`src/rtl/ptw_walk_cache_pkg.sv`:
```
// Shared MMU types for the page-table walker and its page-walk cache.
package ptw_walk_cache_pkg;

  localparam int SV39_LEVELS       = 3;
  localparam int SV48_LEVELS       = 4;
  localparam int PWC_PAGE_LVL_BITS = 9;
  localparam int PWC_ASID_SIZE     = 7;
  localparam int PWC_PPN_SIZE      = 44;

  // Page-walk cache entry laid out for the default SV39 build. Parameterised
  // instances use the same field order with their own widths.
  typedef struct packed {
    logic                                     valid;
    logic                                     is_global;
    logic [PWC_ASID_SIZE-1:0]                 asid;
    logic [1:0]                               level;
    logic [SV39_LEVELS*PWC_PAGE_LVL_BITS-1:0] tag;
    logic [PWC_PPN_SIZE-1:0]                  ppn;
  } pwc_entry_t;

  // Legacy fixed SV39 PTE cache entry, kept for existing users.
  typedef struct packed {
    logic                      valid;
    logic [PWC_ASID_SIZE-1:0]  asid;
    logic [17:0]               tag;
    logic [PWC_PPN_SIZE-1:0]   ppn;
  } ptw_ptecache_entry_t;

  // Number of VPN bits, counted from the MSB, that an entry at `level` covers.
  function automatic int pwc_prefix_len(input int level, input int lvl_bits);
    return (level + 1) * lvl_bits;
  endfunction

endpackage

```
`src/rtl/ptw_walk_cache_match.sv`:
```
// Per-entry combinational match: prefix mask from the entry level plus the
// ASID/global qualifier.
module pwc_match
  import ptw_walk_cache_pkg::*;
#(
  parameter int LEVELS        = SV39_LEVELS,
  parameter int PAGE_LVL_BITS = 9,
  parameter int ASID_SIZE     = 7,
  localparam int VPN_W        = LEVELS * PAGE_LVL_BITS,
  localparam int LVL_W        = $clog2(LEVELS)
) (
  input  logic                 entry_valid_i,
  input  logic                 entry_global_i,
  input  logic [ASID_SIZE-1:0] entry_asid_i,
  input  logic [LVL_W-1:0]     entry_level_i,
  input  logic [VPN_W-1:0]     entry_tag_i,
  input  logic [VPN_W-1:0]     lookup_vpn_i,
  input  logic [ASID_SIZE-1:0] lookup_asid_i,
  output logic                 hit_o
);

  logic [VPN_W-1:0] prefix_mask;

  // Keep only the VPN bits above the entry's level; the rest are don't-care.
  always_comb begin
    // NOTE: default first so every path assigns the mask and no latch is inferred.
    prefix_mask = '0;
    for (int i = 0; i < VPN_W; i++) begin
      if ((VPN_W - 1 - i) < pwc_prefix_len(int'(entry_level_i), PAGE_LVL_BITS)) begin
        prefix_mask[i] = 1'b1;
      end
    end
  end

  assign hit_o = entry_valid_i
              && (entry_global_i || (entry_asid_i == lookup_asid_i))
              && (((entry_tag_i ^ lookup_vpn_i) & prefix_mask) == '0);

endmodule

```
`src/rtl/ptw_walk_cache.sv`:
```
// Page-walk cache: non-leaf PTE pointers tagged by VPN prefix and ASID, with
// longest-prefix lookup, de-duplicated fills, round-robin eviction and flushes.
module ptw_walk_cache
  import ptw_walk_cache_pkg::*;
#(
  parameter int ENTRIES       = 8,
  parameter int LEVELS        = SV39_LEVELS,
  parameter int PAGE_LVL_BITS = 9,
  parameter int ASID_SIZE     = 7,
  parameter int PPN_SIZE      = 44,
  localparam int VPN_W        = LEVELS * PAGE_LVL_BITS,
  localparam int LVL_W        = $clog2(LEVELS)
) (
  input  logic                 clk_i,
  input  logic                 rst_i,
  input  logic                 lookup_valid_i,
  input  logic [VPN_W-1:0]     lookup_vpn_i,
  input  logic [ASID_SIZE-1:0] lookup_asid_i,
  output logic                 resp_valid_o,
  output logic                 resp_hit_o,
  output logic [LVL_W-1:0]     resp_level_o,
  output logic [PPN_SIZE-1:0]  resp_ppn_o,
  input  logic                 fill_valid_i,
  input  logic [VPN_W-1:0]     fill_vpn_i,
  input  logic [ASID_SIZE-1:0] fill_asid_i,
  input  logic [LVL_W-1:0]     fill_level_i,
  input  logic [PPN_SIZE-1:0]  fill_ppn_i,
  input  logic                 fill_global_i,
  input  logic                 flush_i,
  input  logic                 flush_asid_valid_i,
  input  logic [ASID_SIZE-1:0] flush_asid_i
);

  localparam int IDX_W = $clog2(ENTRIES);

  typedef struct packed {
    logic                 valid;
    logic                 is_global;
    logic [ASID_SIZE-1:0] asid;
    logic [LVL_W-1:0]     level;
    logic [VPN_W-1:0]     tag;
    logic [PPN_SIZE-1:0]  ppn;
  } entry_t;

  entry_t               entries_q [ENTRIES];
  logic [IDX_W-1:0]     rr_q;
  logic [ENTRIES-1:0]   hit;

  logic                 best_found;
  logic [LVL_W-1:0]     best_level;
  logic [PPN_SIZE-1:0]  best_ppn;

  logic                 fill_ok;
  logic [VPN_W-1:0]     fill_mask;
  logic                 dedup_found;
  logic [IDX_W-1:0]     dedup_idx;
  logic                 free_found;
  logic [IDX_W-1:0]     free_idx;
  logic [IDX_W-1:0]     alloc_idx;

  logic                 resp_valid_q;
  logic                 resp_hit_q;
  logic [LVL_W-1:0]     resp_level_q;
  logic [PPN_SIZE-1:0]  resp_ppn_q;

  for (genvar g = 0; g < ENTRIES; g++) begin : g_match
    pwc_match #(
      .LEVELS        (LEVELS),
      .PAGE_LVL_BITS (PAGE_LVL_BITS),
      .ASID_SIZE     (ASID_SIZE)
    ) u_match (
      .entry_valid_i  (entries_q[g].valid),
      .entry_global_i (entries_q[g].is_global),
      .entry_asid_i   (entries_q[g].asid),
      .entry_level_i  (entries_q[g].level),
      .entry_tag_i    (entries_q[g].tag),
      .lookup_vpn_i   (lookup_vpn_i),
      .lookup_asid_i  (lookup_asid_i),
      .hit_o          (hit[g])
    );
  end

  // Deepest matching level wins; strict '>' keeps the lowest index on ties.
  always_comb begin
    best_found = 1'b0;
    best_level = '0;
    best_ppn   = '0;
    for (int i = 0; i < ENTRIES; i++) begin
      if (hit[i] && (!best_found || (entries_q[i].level > best_level))) begin
        best_found = 1'b1;
        best_level = entries_q[i].level;
        best_ppn   = entries_q[i].ppn;
      end
    end
  end

  // Fill target: an existing twin entry, else the lowest free slot, else rr.
  always_comb begin
    fill_ok     = fill_valid_i && (int'(fill_level_i) <= LEVELS - 2);
    fill_mask   = '0;
    dedup_found = 1'b0;
    dedup_idx   = '0;
    free_found  = 1'b0;
    free_idx    = '0;
    for (int b = 0; b < VPN_W; b++) begin
      if ((VPN_W - 1 - b) < pwc_prefix_len(int'(fill_level_i), PAGE_LVL_BITS)) begin
        fill_mask[b] = 1'b1;
      end
    end
    for (int i = 0; i < ENTRIES; i++) begin
      if (!dedup_found && entries_q[i].valid
          && (entries_q[i].level == fill_level_i)
          && (((entries_q[i].tag ^ fill_vpn_i) & fill_mask) == '0)
          && ((entries_q[i].asid == fill_asid_i)
              || (entries_q[i].is_global && fill_global_i))) begin
        dedup_found = 1'b1;
        dedup_idx   = IDX_W'(i);
      end
      if (!free_found && !entries_q[i].valid) begin
        free_found = 1'b1;
        free_idx   = IDX_W'(i);
      end
    end
    alloc_idx = free_found ? free_idx : rr_q;
  end

  // Array update: reset, then full flush, then ASID flush, then fill.
  always_ff @(posedge clk_i) begin
    // NOTE: only the valid bits and rr are reset; payload is gated by valid.
    if (rst_i) begin
      for (int i = 0; i < ENTRIES; i++) entries_q[i].valid <= 1'b0;
      rr_q <= '0;
    end else if (flush_i) begin
      for (int i = 0; i < ENTRIES; i++) entries_q[i].valid <= 1'b0;
    end else if (flush_asid_valid_i) begin
      for (int i = 0; i < ENTRIES; i++) begin
        if (!entries_q[i].is_global && (entries_q[i].asid == flush_asid_i)) begin
          entries_q[i].valid <= 1'b0;
        end
      end
    end else if (fill_ok) begin
      if (dedup_found) begin
        entries_q[dedup_idx].ppn       <= fill_ppn_i;
        entries_q[dedup_idx].is_global <= fill_global_i;
      end else begin
        entries_q[alloc_idx] <= '{valid:     1'b1,
                                  is_global: fill_global_i,
                                  asid:      fill_asid_i,
                                  level:     fill_level_i,
                                  tag:       fill_vpn_i,
                                  ppn:       fill_ppn_i};
        if (!free_found) begin
          rr_q <= (int'(rr_q) == ENTRIES - 1) ? '0 : rr_q + IDX_W'(1);
        end
      end
    end
  end

  // Registered response: one-cycle pulse, payload zeroed on miss or idle.
  always_ff @(posedge clk_i) begin
    if (rst_i) begin
      resp_valid_q <= 1'b0;
      resp_hit_q   <= 1'b0;
      resp_level_q <= '0;
      resp_ppn_q   <= '0;
    end else begin
      resp_valid_q <= lookup_valid_i;
      resp_hit_q   <= lookup_valid_i && best_found;
      resp_level_q <= (lookup_valid_i && best_found) ? best_level : '0;
      resp_ppn_q   <= (lookup_valid_i && best_found) ? best_ppn : '0;
    end
  end

  assign resp_valid_o = resp_valid_q;
  assign resp_hit_o   = resp_hit_q;
  assign resp_level_o = resp_level_q;
  assign resp_ppn_o   = resp_ppn_q;

endmodule

```
`config.mk`:
```
export PLATFORM = sky130hd
export DESIGN_NAME = ptw_walk_cache
export DESIGN_NICKNAME = d
export VERILOG_FILES = /design/src/rtl/ptw_walk_cache_pkg.sv /design/src/rtl/ptw_walk_cache_match.sv /design/src/rtl/ptw_walk_cache.sv
export SDC_FILE = /design/constraint.sdc
export NUM_CORES = 1
export LEC_CHECK = 0
export ABC_CLOCK_PERIOD_IN_PS = 10400
export BUFFER_PORTS_ARGS = -buffer_cell sky130_fd_sc_hd__buf_2
export CAP_MARGIN = 25
export CORE_MARGIN = 8
export CORE_UTILIZATION = 56
export CTS_CLUSTER_SIZE = 10
export DETAILED_ROUTE_END_ITERATION = 8
export GPL_ROUTABILITY_DRIVEN = 0
export GPL_TIMING_DRIVEN = 0
export PLACE_DENSITY = 0.77
export SLEW_MARGIN = 5
export SYNTH_ARGS = -nofsm -noshare
export SYNTH_HDL_FRONTEND = slang
export SYNTH_SLANG_ARGS = --single-unit
```
`constraint.sdc`:
```
create_clock -name clk_i -period 10.4 [get_ports clk_i]
set_input_delay 0.52 -clock clk_i [delete_from_list [all_inputs] [get_ports clk_i]]
set_output_delay 0.52 -clock clk_i [all_outputs]
set_load 0.05 [all_outputs]
```
Yosys cells after proc, flatten, opt, wreduce, memory -nomap -nowiden
Memories as Yosys holds them, arrays and structs flattened.
Index checks and enable logic that the tools add are counted.
{ "totals": {"regBits": 51, "latchBits": 0, "mem_bits_rw": 656, "rom_bits": 0, "in_bits": 128, "out_inout_bits": 48, "word_cells": 897, "mem_count": 1} }
{ "classes": {"add_sub_neg": 10, "mul": 9, "div": 0, "n_lt_le_gt_ge": 251, "n_eq_ne": 33, "shifts": 0, "n_mux": 378, "bitwise": 53, "n_reduce_logical": 157} }
{ "memory_table": {"columns": ["name", "depth", "width", "rd", "rd_ports_with_merged_regs", "wr", "line_no", "rtl"], "rows": [
  ["entries_q", 8, 82, 8, 0, 8, "ptw_walk_cache.sv:45", "entry_t entries_q [ENTRIES];"]
]} }
{ "op_table": {"columns": ["operator", "count"], "rows": [
  ["< comparator 6 x 32 -> 1 bit (first input constant)", 99],
  ["< comparator 5 x 32 -> 1 bit (first input constant)", 72],
  ["< comparator 4 x 32 -> 1 bit (first input constant)", 36],
  ["< comparator 3 x 32 -> 1 bit (first input constant)", 18],
  ["AND 27 bit", 16],
  ["zero test 27 bit", 16],
  ["XOR 27 bit", 16],
  ["two-way mux 44 bit", 8],
  ["two-way mux 1 bit", 342],
  ["< comparator 2 x 32 -> 1 bit (first input constant)", 9],
  ["< comparator 1 x 32 -> 1 bit (first input constant)", 8],
  ["equality test 7 bit", 24],
  ["two-way mux 82 bit", 2],
  ["OR reduction 82 bit", 2],
  ["logical AND 1 bit", 79],
  ["multiplier 32 x 5 -> 32 bit (second input constant)", 2],
  ["two-way mux 3 bit", 18],
  ["multiplier 3 x 4 -> 7 bit (second input constant)", 7],
  ["zero test 1 bit", 35],
  ["adder 2 x 1 -> 3 bit (second input constant)", 9],
  ["logical OR 1 bit", 23],
  ["equality test 2 bit", 8],
  ["two-way mux 2 bit", 8],
  ["bitwise OR 1 bit", 16],
  ["8 further kinds", 18]
]} }

Longest topological paths before layout
Gate-level depths: netlist (run 1).
{ "logic_depth": {"word_depth": 60, "depth_mapped": 61} }

Hierarchy
From an unflattened synthesis (run 1), not the netlist that was laid out.
{ "hier_totals": {"hier_cells": 2393, "hier_area_um2": 32608.8} }
{ "by_module_without_submodules": {"columns": ["module", "n_inst", "cells_per_inst", "area_per_inst_um2", "seq_area_each_um2"], "rows": [
  ["ptw_walk_cache", 1, 2009, 29445.7, 20639.8],
  ["pwc_match", 8, 48, 395.4, 0.0]
]} }

Least setup slack after synthesis (run 1)
Ideal clock, no wire load.
{ "synth_timing": {"path_kind": "input to register", "start": "in lookup_asid_i[4]", "end": "reg resp_ppn_q[12], in the netlist resp_ppn_o[12]", "setup_time_ns": 0.062, "arrival_ns": 10.731, "t_required_ns": 10.338, "path_slack_ns": -0.393, "stages": 53, "path_buffers": 8, "cell_sequence": "buf_4 xor2_1 nor4_1 a41oi_1 or4_1 nor3_1 ha_1 a21oi_1 o311a_1 mux2i_1 ha_1 nor2b_1 o21ai_0 clkbuf_1 a21oi_1 o21a_1 ha_1 a21oi_1 [... 17 more ...] o221ai_2 a21boi_0 ha_1 nor2b_1 o21ai_0 nor3_1 a41o_1 and2_1 a21o_1 ha_1 nor2b_1 o21ai_0 o21ai_0 and4b_1 buf_1 clkbuf_1 o311ai_1 nand3_1"} }
{ "synth_via": {"elab_chain_len": 36, "elab_cells_between_ends": 86, "cone_classes": "order compare: 7; eq/ne: 8; mux: 23; bitwise: 1; reduce/logical: 47"} }
{ "synth_lines": {"columns": ["element", "line_no", "rtl"], "rows": [
  ["start: declaration", "ptw_walk_cache.sv:18", "input logic [ASID_SIZE-1:0] lookup_asid_i,"],
  ["equality test 7 bit", "ptw_walk_cache_match.sv:36", "&& (entry_global_i || (entry_asid_i == lookup_asid_i))"],
  ["logical OR 1 bit", "ptw_walk_cache_match.sv:36", null],
  ["logical AND 1 bit", "ptw_walk_cache_match.sv:36", null],
  ["logical AND 1 bit", "ptw_walk_cache_match.sv:37", "&& (((entry_tag_i ^ lookup_vpn_i) & prefix_mask) == '0);"],
  ["two-way mux 2 bit / two-way mux 1 bit (equally long branches)", "ptw_walk_cache.sv:89", "if (hit[i] && (!best_found || (entries_q[i].level > best_level))) begin"],
  ["> comparator 2 bit / zero test 1 bit (equally long branches)", "ptw_walk_cache.sv:89", null],
  ["logical OR 1 bit", "ptw_walk_cache.sv:89", null],
  ["logical AND 1 bit", "ptw_walk_cache.sv:89", null],
  ["[... 20 more ...]", null, null],
  ["two-way mux 2 bit / two-way mux 1 bit (equally long branches)", "ptw_walk_cache.sv:89", null],
  ["> comparator 2 bit / zero test 1 bit (equally long branches)", "ptw_walk_cache.sv:89", null],
  ["logical OR 1 bit", "ptw_walk_cache.sv:89", null],
  ["logical AND 1 bit", "ptw_walk_cache.sv:89", null],
  ["two-way mux 1 bit", "ptw_walk_cache.sv:89", null],
  ["logical AND 1 bit", "ptw_walk_cache.sv:170", "resp_ppn_q <= (lookup_valid_i && best_found) ? best_ppn : '0;"],
  ["NOT 1 bit (no source line)", null, null],
  ["OR reduction 2 bit (no source line)", null, null],
  ["end signal: assignment", "ptw_walk_cache.sv:170", null],
  ["end: declaration", "ptw_walk_cache.sv:64", "logic [PPN_SIZE-1:0] resp_ppn_q;"]
]} }
Parallel ways exist; a longest one is shown, timed or not.
A chain may end at the register's enable or synchronous reset.

==> results of run 1 <==
## routing by layer
layer	GRT usage	share of wire
met5	0	0.00070
met4	0.128	0.050
met3	0.0671	0.12
met2	0.437	0.46
met1	0.375	0.37
## logic make-up after synthesis
logic type | count (synthesis) | synth area share
flops | 707 | 0.617
xor+xnor | 616 | 0.161
simple gates | 532 | 0.0870
compound gates | 414 | 0.0914
buf+inv | 177 | 0.0246
fa+ha+maj | 47 | 0.0176
mux | 4 | 0.00120
## cell usage in the layout (no fill, tap or decap), types with 26 or more instances in the layout
cell / netlist / routed
a21oi_1: 39 / 26
nand4_1: 60 / 60
a211oi_1: 90 / 88
buf_2: 70 / 198
nor2_1: 56 / 38
and2_1: 45 / 44
a22oi_1: 90 / 85
nand2_1: 92 / 91
xnor2_1: 230 / 230
o21ai_0: 44 / 39
buf_4: 19 / 60
nand3_1: 79 / 77
or3_1: 45 / 45
o311ai_1: 40 / 28
clkbuf_1: 60 / 88
dfxtp_1: 59 / 59
nor3_1: 33 / 32
xor2_1: 386 / 386
clkbuf_16: 0 / 86
ha_1: 47 / 38
nor4_1: 67 / 64
edfxtp_1: 648 / 648
## Yosys cell counts (all sizes together) (4+ instances only)
library cell  number
edfxtp           648
xor2             386
xnor2            230
nand2             92
buf               91
a211oi            90
a22oi             90
nand3             79
nor4              69
clkbuf            61
nand4             60
dfxtp             59
nor2              56
and2              47
ha                47
o21ai             45
or3               45
o311ai            44
a21oi             39
nor3              33
inv               25
a41oi             12
o22ai             11
nor3b             10
a31oi              9
nor2b              9
a41o               8
a21o               7
o211ai             7
o41ai              6
or4                6
a22o               4
a311oi             4
and4               4
mux2i              4
nand4b             4
o31ai              4
## critical path, delay by kind of cell (launching register included)
kind                     cells  cell delay, ns
AND/OR/NAND/NOR             12            2.60
adder cells (fa/ha/maj)      7            1.78
flip-flops                   1            0.43
AO/OA/AOI/OAI               26            4.22
XOR/XNOR                     1            0.17
multiplexers                 1            0.23
buffers and inverters        6            0.88
## state kept, by name, summed over array words and instances, names as in the netlist
register      count
rr_q              3
resp_valid_o      1
entries_q       656
resp_hit_o        1
resp_ppn_o       44
resp_level_o      2
## how the worst max path moves through the flow
| stage | startpoint | to | cells after the start |
|---|---|---|---|
| 2_1_floorplan | lookup_asid_i[4] | resp_ppn_o[6]$_SDFF_PP0_ | 55 |
| 3_3_place_gp | lookup_asid_i[4] | resp_ppn_o[33]$_SDFF_PP0_ | 56 |
| 3_5_place_dp | lookup_asid_i[4] | resp_ppn_o[33]$_SDFF_PP0_ | 56 |
| 4_1_cts | entries_q[0][76]$_DFFE_PP_ | resp_ppn_o[21]$_SDFF_PP0_ | 55 |
| 5_1_grt | entries_q[0][58]$_DFFE_PP_ | resp_ppn_o[20]$_SDFF_PP0_ | 56 |
| 6_report | entries_q[0][76]$_DFFE_PP_ | resp_ppn_o[30]$_SDFF_PP0_ | 53 |
## through the flow
step | cells | hold slack (ns) | TNS (ns) | setup WS, ns | cell area (sq um)
after global routing | 3618 | 0.136 | -12.72 | -0.359 | 39400
after global placement | 3404 | 0.433 | -128.21 | -2.94 | 35100
after detailed placement | 3426 | 0.431 | -139.73 | -3.18 | 35700
after CTS | 3590 | 0.100 | 0 | 0.00163 | 38800
final | 3620 | 0.133 | -1.61 | -0.0861 | 39400
after floorplan | 2497 | 0.418 | 0 | 0.000602 | 33500
## final cells by class
| cell class | instances | area (sq um) |
|---|---|---|
| sequential | 707 | 20600 |
| fill | 3888 | 19600 |
| multi-input combinational | 1613 | 12700 |
| clock buffer | 127 | 2250 |
| timing repair buffer | 208 | 1650 |
| tap | 773 | 967 |
| buffer | 148 | 883 |
| clock inverter | 10 | 200 |
| inverter | 25 | 93.8 |
| antenna | 9 | 22.5 |
## power groups by stage
stage | Sequential, mW | Clock, mW | Combinational (mW)
floorplan | 3.17 | 0 | 0.174
global placement | 3.17 | 0 | 0.285
detailed placement | 3.17 | 0 | 0.295
global route | 3.11 | 2.78 | 0.327
finish | 3.11 | 2.66 | 0.312
CTS | 3.11 | 2.66 | 0.300
## repair_timing
action	in CTS	in global routing
pin swaps	27	32
setup buffers	28	19
resized for setup	94	76
gates cloned	1	3
setup endpoints to repair	46	46
==> key figures, run 1 <==
Critical path
  • Slowest stage delay, CP: 0.46 ns
  • RR Startpoint: entries_q[0][76]$_DFFE_PP_
  • Critical-path cell with the highest stage delay: or4_4
  • Startpoint Class: register
  • CP arrival: 10.98 ns
  • FF-to-FF End: resp_ppn_o[30]$_SDFF_PP0_
  • Worst path most repeated cell: a21oi_2
  • Critical Path RT: 10.89 ns
  • Crit Path Max Fanout: 7
  • Crit. End Element: register
  • Critical path class: register to register
  • R2R depth: 53
  • R2R Setup Slk: -0.09 ns

Worst hold path
  • Hold Startpoint: fill_ppn_i[0]
  • WHS Path Cells: 1
  • Tightest Hold Check Type: input pin to register
  • Hold EP: entries_q[7][0]$_DFFE_PP_

Die
  • I/O pins: 176
  • Chip Height: 260 um
  • Die width: 260 um
  • Core ar.: 0.0590 sq mm
  • Row count: 89
  • Die area: 0.0678 sq mm
  • Effective utilization at floorplan: 0.567

Synth
  • Synth top area cells: edfxtp_1 58%, xor2_1 10%, xnor2_1 6.0%, dfxtp_1 3.5%, a211oi_1 2.0%
  • Syn Nets: 2,672
  • Yosys top cell area share: 0.582
  • Cell taking the most area after synthesis: edfxtp_1
  • FF+latch count, synth: 707
  • Synth cell types: 77
  • Async SR Flop Fraction: 0
  • Post-synth EDFFs: 648
  • Post-synthesis sequential area ratio: 0.617
  • Synthesized area per cell: 13.4 sq um
  • Post-Syn Area: 0.0335 sq mm
  • Ys flop type: edfxtp_1
  • Syn. warnings: 0
  • Cells after Synth: 2,497

STA
  • Final hold vios: 0
  • Slew HR: -0.333
  • Slew Limit Fails: 6
  • Post-route minimum period: 10.49 ns
  • Setup WS post-layout: -0.0861 ns
  • Least-Margin Pin Slew: 2.00 ns
  • Final Cycle Share: 1.01
  • Final setup violation count: 39
  • Max Clk Rate: 0.0954 GHz
  • RSZ-0062 raised after global routing: yes
  • Clock skew: 0.0356 ns

Power and ir drop
  • Net switching power: 1.35 mW
  • Worst IR drop on VDD: 136 uV
  • Total power: 6.09 mW
  • Seq pwr share: 0.512
  • Sw frac: 0.223
  • Pwr per Cell Area: 154 mW/mm^2
  • Clock share of power: 0.437
  • Leakage: 13.2 nW
  • Combinational power share: 0.051
  • Internal power: 4.73 mW

Route
  • Wire length per cell: 27.9 um
  • Total wire length: 101,000 um
  • Remaining antenna violation count: 0
  • Initial drt markers: 3,417
  • Residual DRC: 0
  • Vias/cell: 6.50
  • TritonRoute pass-1 iters: 6
  • Via count: 23,500

Clock network
  • Clock Latency Late Sink: 0.65 ns
  • Clk sinks: 707
  • CTS tree: done
  • CTS H-Tree Depth: 3
  • Hold_buf cts: 0
  • TritonCTS Buffers: 82
  • CTS root buffer: clkbuf_16
  • Clock-pin slew on the worst setup and hold paths: 0.06 ns
  • CTS max path bufs: 3

GRT
  • GRT Total Usage: 0.282
  • Initial antenna violation count: 14
  • Largest net degree at the start of global routing: 29
  • Vias in the first global route: 23,100
  • Remaining Overflow, GRT: 0
  • First-pass GRT wire length: 144,000 um

Cells and area
  • Layout area overhead: 17.9%
  • Core occupancy in the finished layout: 0.668
  • Layout Nets: 2,960
  • Fraction of layout cells with a size suffix above 1: 0.177

Place
  • Dpl hpwl: 68,000 um
  • PortBufs: 134

Status
  • Failing checks: slew limit, setup timing
  • Status: finished, violations left

Run
  • Max-cap violations: 0
(Power assumes the default switching activity.)
==> inputs of run 2 (changes only) <==
- CORE_MARGIN: 8 -> unset
- CORE_UTILIZATION: 56 -> 58
- CTS_BUF_LIST: unset -> sky130_fd_sc_hd__clkbuf_4
- PLACE_DENSITY: 0.77 -> 0.79
==> run 2 against run 1 <==
  * Hold slack better by 0.0083 ns
  * Global-route usage up 6.6 points
  * Largest cell class unchanged
  * Critical endpoint is now resp_ppn_o[37]$_SDFF_PP0_
  * Power down 3.8%
  * The flow finishes with violations (setup timing)
  * Sequential power about the same
  * Highest routed layer unchanged
  * Core utilization up 4.1 points
==> key figures, run 2 (same netlist as run 1, synthesis figures left out) <==
Die
  • Effective utilization at floorplan: 0.590
  • Chip Height: 242 um
  • I/O pins: 176
  • Die width: 242 um
  • Row count: 87
  • Die area: 0.0586 sq mm
  • Core ar.: 0.0567 sq mm

Critical path
  • CP arrival: 11.65 ns
  • Worst path most repeated cell: a21oi_2
  • Crit. End Element: register
  • Critical path class: register to register
  • Slowest stage delay, CP: 1.04 ns
  • Crit Path Max Fanout: 5
  • Critical Path RT: 11.41 ns
  • Critical-path cell with the highest stage delay: nor4_1
  • Startpoint Class: register
  • R2R depth: 50

Power and ir drop
  • Pwr per Cell Area: 146 mW/mm^2
  • Leakage: 13.8 nW
  • Worst IR drop on VDD: 104 uV

STA
  • Hold slack: 0.142 ns
  • Least-Margin Pin Slew: 1.25 ns
  • RSZ-0062 raised after global routing: yes
  • Final setup violation count: 46
  • Clock skew: 0.0876 ns
  • Slew Limit Fails: 0
  • Post-route minimum period: 10.64 ns
  • Final hold vios: 0
  • Slew HR: 0.154
  • Setup WS post-layout: -0.243 ns
  • Max Clk Rate: 0.0940 GHz
  • Final Cycle Share: 1.02

Cells and area
  • Fraction of layout cells with a size suffix above 1: 0.230
  • Flip-flop count of the largest register after layout: 656
  • Filler cell count: 3,474
  • Layout area overhead: 20.2%
  • Commonest cells after routing, fill and taps aside: 648 x edfxtp_1, 385 x xor2_1, 272 x clkbuf_4
  • Largest reg by FF count: entries_q
  • Most common cell after layout, fill and taps aside: edfxtp_1
  • Layout Nets: 3,150
  • Core occupancy in the finished layout: 0.709

Clock network
  • CTS max path bufs: 3
  • TritonCTS Buffers: 173
  • Clock-pin slew on the worst setup and hold paths: 0.07 ns
  • Clk sinks: 707
  • CTS tree: done
  • CTS H-Tree Depth: 4
  • Clock Latency Late Sink: 1.09 ns
  • CTS root buffer: clkbuf_4

GRT
  • Remaining Overflow, GRT: 0
  • Vias in the first global route: 25,300
  • Initial antenna violation count: 4
  • Largest net degree at the start of global routing: 27
  • GRT Total Usage: 0.347
  • First-pass GRT wire length: 152,000 um

Route
  • Vias/cell: 6.57
  • Wire length per cell: 27.2 um
  • Residual DRC: 0
  • Total wire length: 105,000 um
  • TritonRoute pass-1 iters: 6
  • Remaining antenna violation count: 0
  • Initial drt markers: 3,693
  • Via count: 25,400

Place
  • Dpl hpwl: 66,200 um
  • PortBufs: 134
  • Place WS: -3.19 ns

Status
  • Status: finished, violations left
  • Failing checks: setup timing

Worst hold path
  • Tightest Hold Check Type: input pin to register
  • WHS Path Cells: 5

Run
  • Max-cap violations: 0
[run 2: worst max-delay path: cells and delay by family, from the launching register on]
family          cells  cell delay (ns)
xor+xnor            1             0.19
simple gates       11             2.90
flops               1             0.46
compound gates     24             4.15
mux                 1             0.31
buf+inv             7             1.05
fa+ha+maj           6             1.55
[run 2: where the power goes]
group / internal (mW) / switching [mW]
Sequential: 3.10 / 0.00544
Combinational: 0.123 / 0.220
Clock: 1.23 / 1.18
[run 2: path summary, 6_finish.rpt]
| path | from | to | slack (ns) |
|---|---|---|---|
| min reg2reg | entries_q[6][22]$_DFFE_PP_ | resp_ppn_o[22]$_SDFF_PP0_ | 0.44 |
| max reg2reg | entries_q[1][79]$_DFFE_PP_ | resp_ppn_o[37]$_SDFF_PP0_ | -0.24 |
| max | entries_q[1][79]$_DFFE_PP_ | resp_ppn_o[37]$_SDFF_PP0_ | -0.24 |
| min | flush_asid_valid_i | entries_q[1][81]$_SDFFE_PP1P_ | 0.14 |
[run 2: cell type report]
cell class	instances	area (sq um)	share of cell area
multi-input cells	1613	12800	0.318
plain buffers	148	880	0.0219
inverters	25	96.3	0.00239
clock inverters	46	285	0.00709
repair buffers	307	2580	0.0641
diodes	2	5.00	0.000124
well taps	756	946	0.0235
flip-flops and latches	707	20600	0.513
clock buffers	267	2000	0.0498
[run 2: repair_timing]
| item | in CTS | in global routing |
|---|---|---|
| gates resized for setup | 103 | 72 |
| setup buffers | 35 | 24 |
| hold buffers | 85 | 0 |
| endpoints found under the hold margin | 661 | 0 |
| setup endpoints to repair | 46 | 46 |
| pin swaps | 34 | 50 |
| gates cloned | 3 | 2 |
[run 2: per-stage QoR]
step	setup TNS [ns]	power [mW]	instances	area [sq um]
finish	-7.96	5.86	3871	40200
global route	-14.57	6.01	3871	40200
CTS	0	5.83	3843	39600
detailed placement	-141.62	3.47	3408	35700
global placement	-123.15	3.46	3387	35100
floorplan	0	3.35	2497	33500
[run 2: layer usage]
metal,global-route usage,wire (um)
met1,0.449,36900
met2,0.531,48000
met3,0.106,14700
met4,0.176,5750
met5,0,46
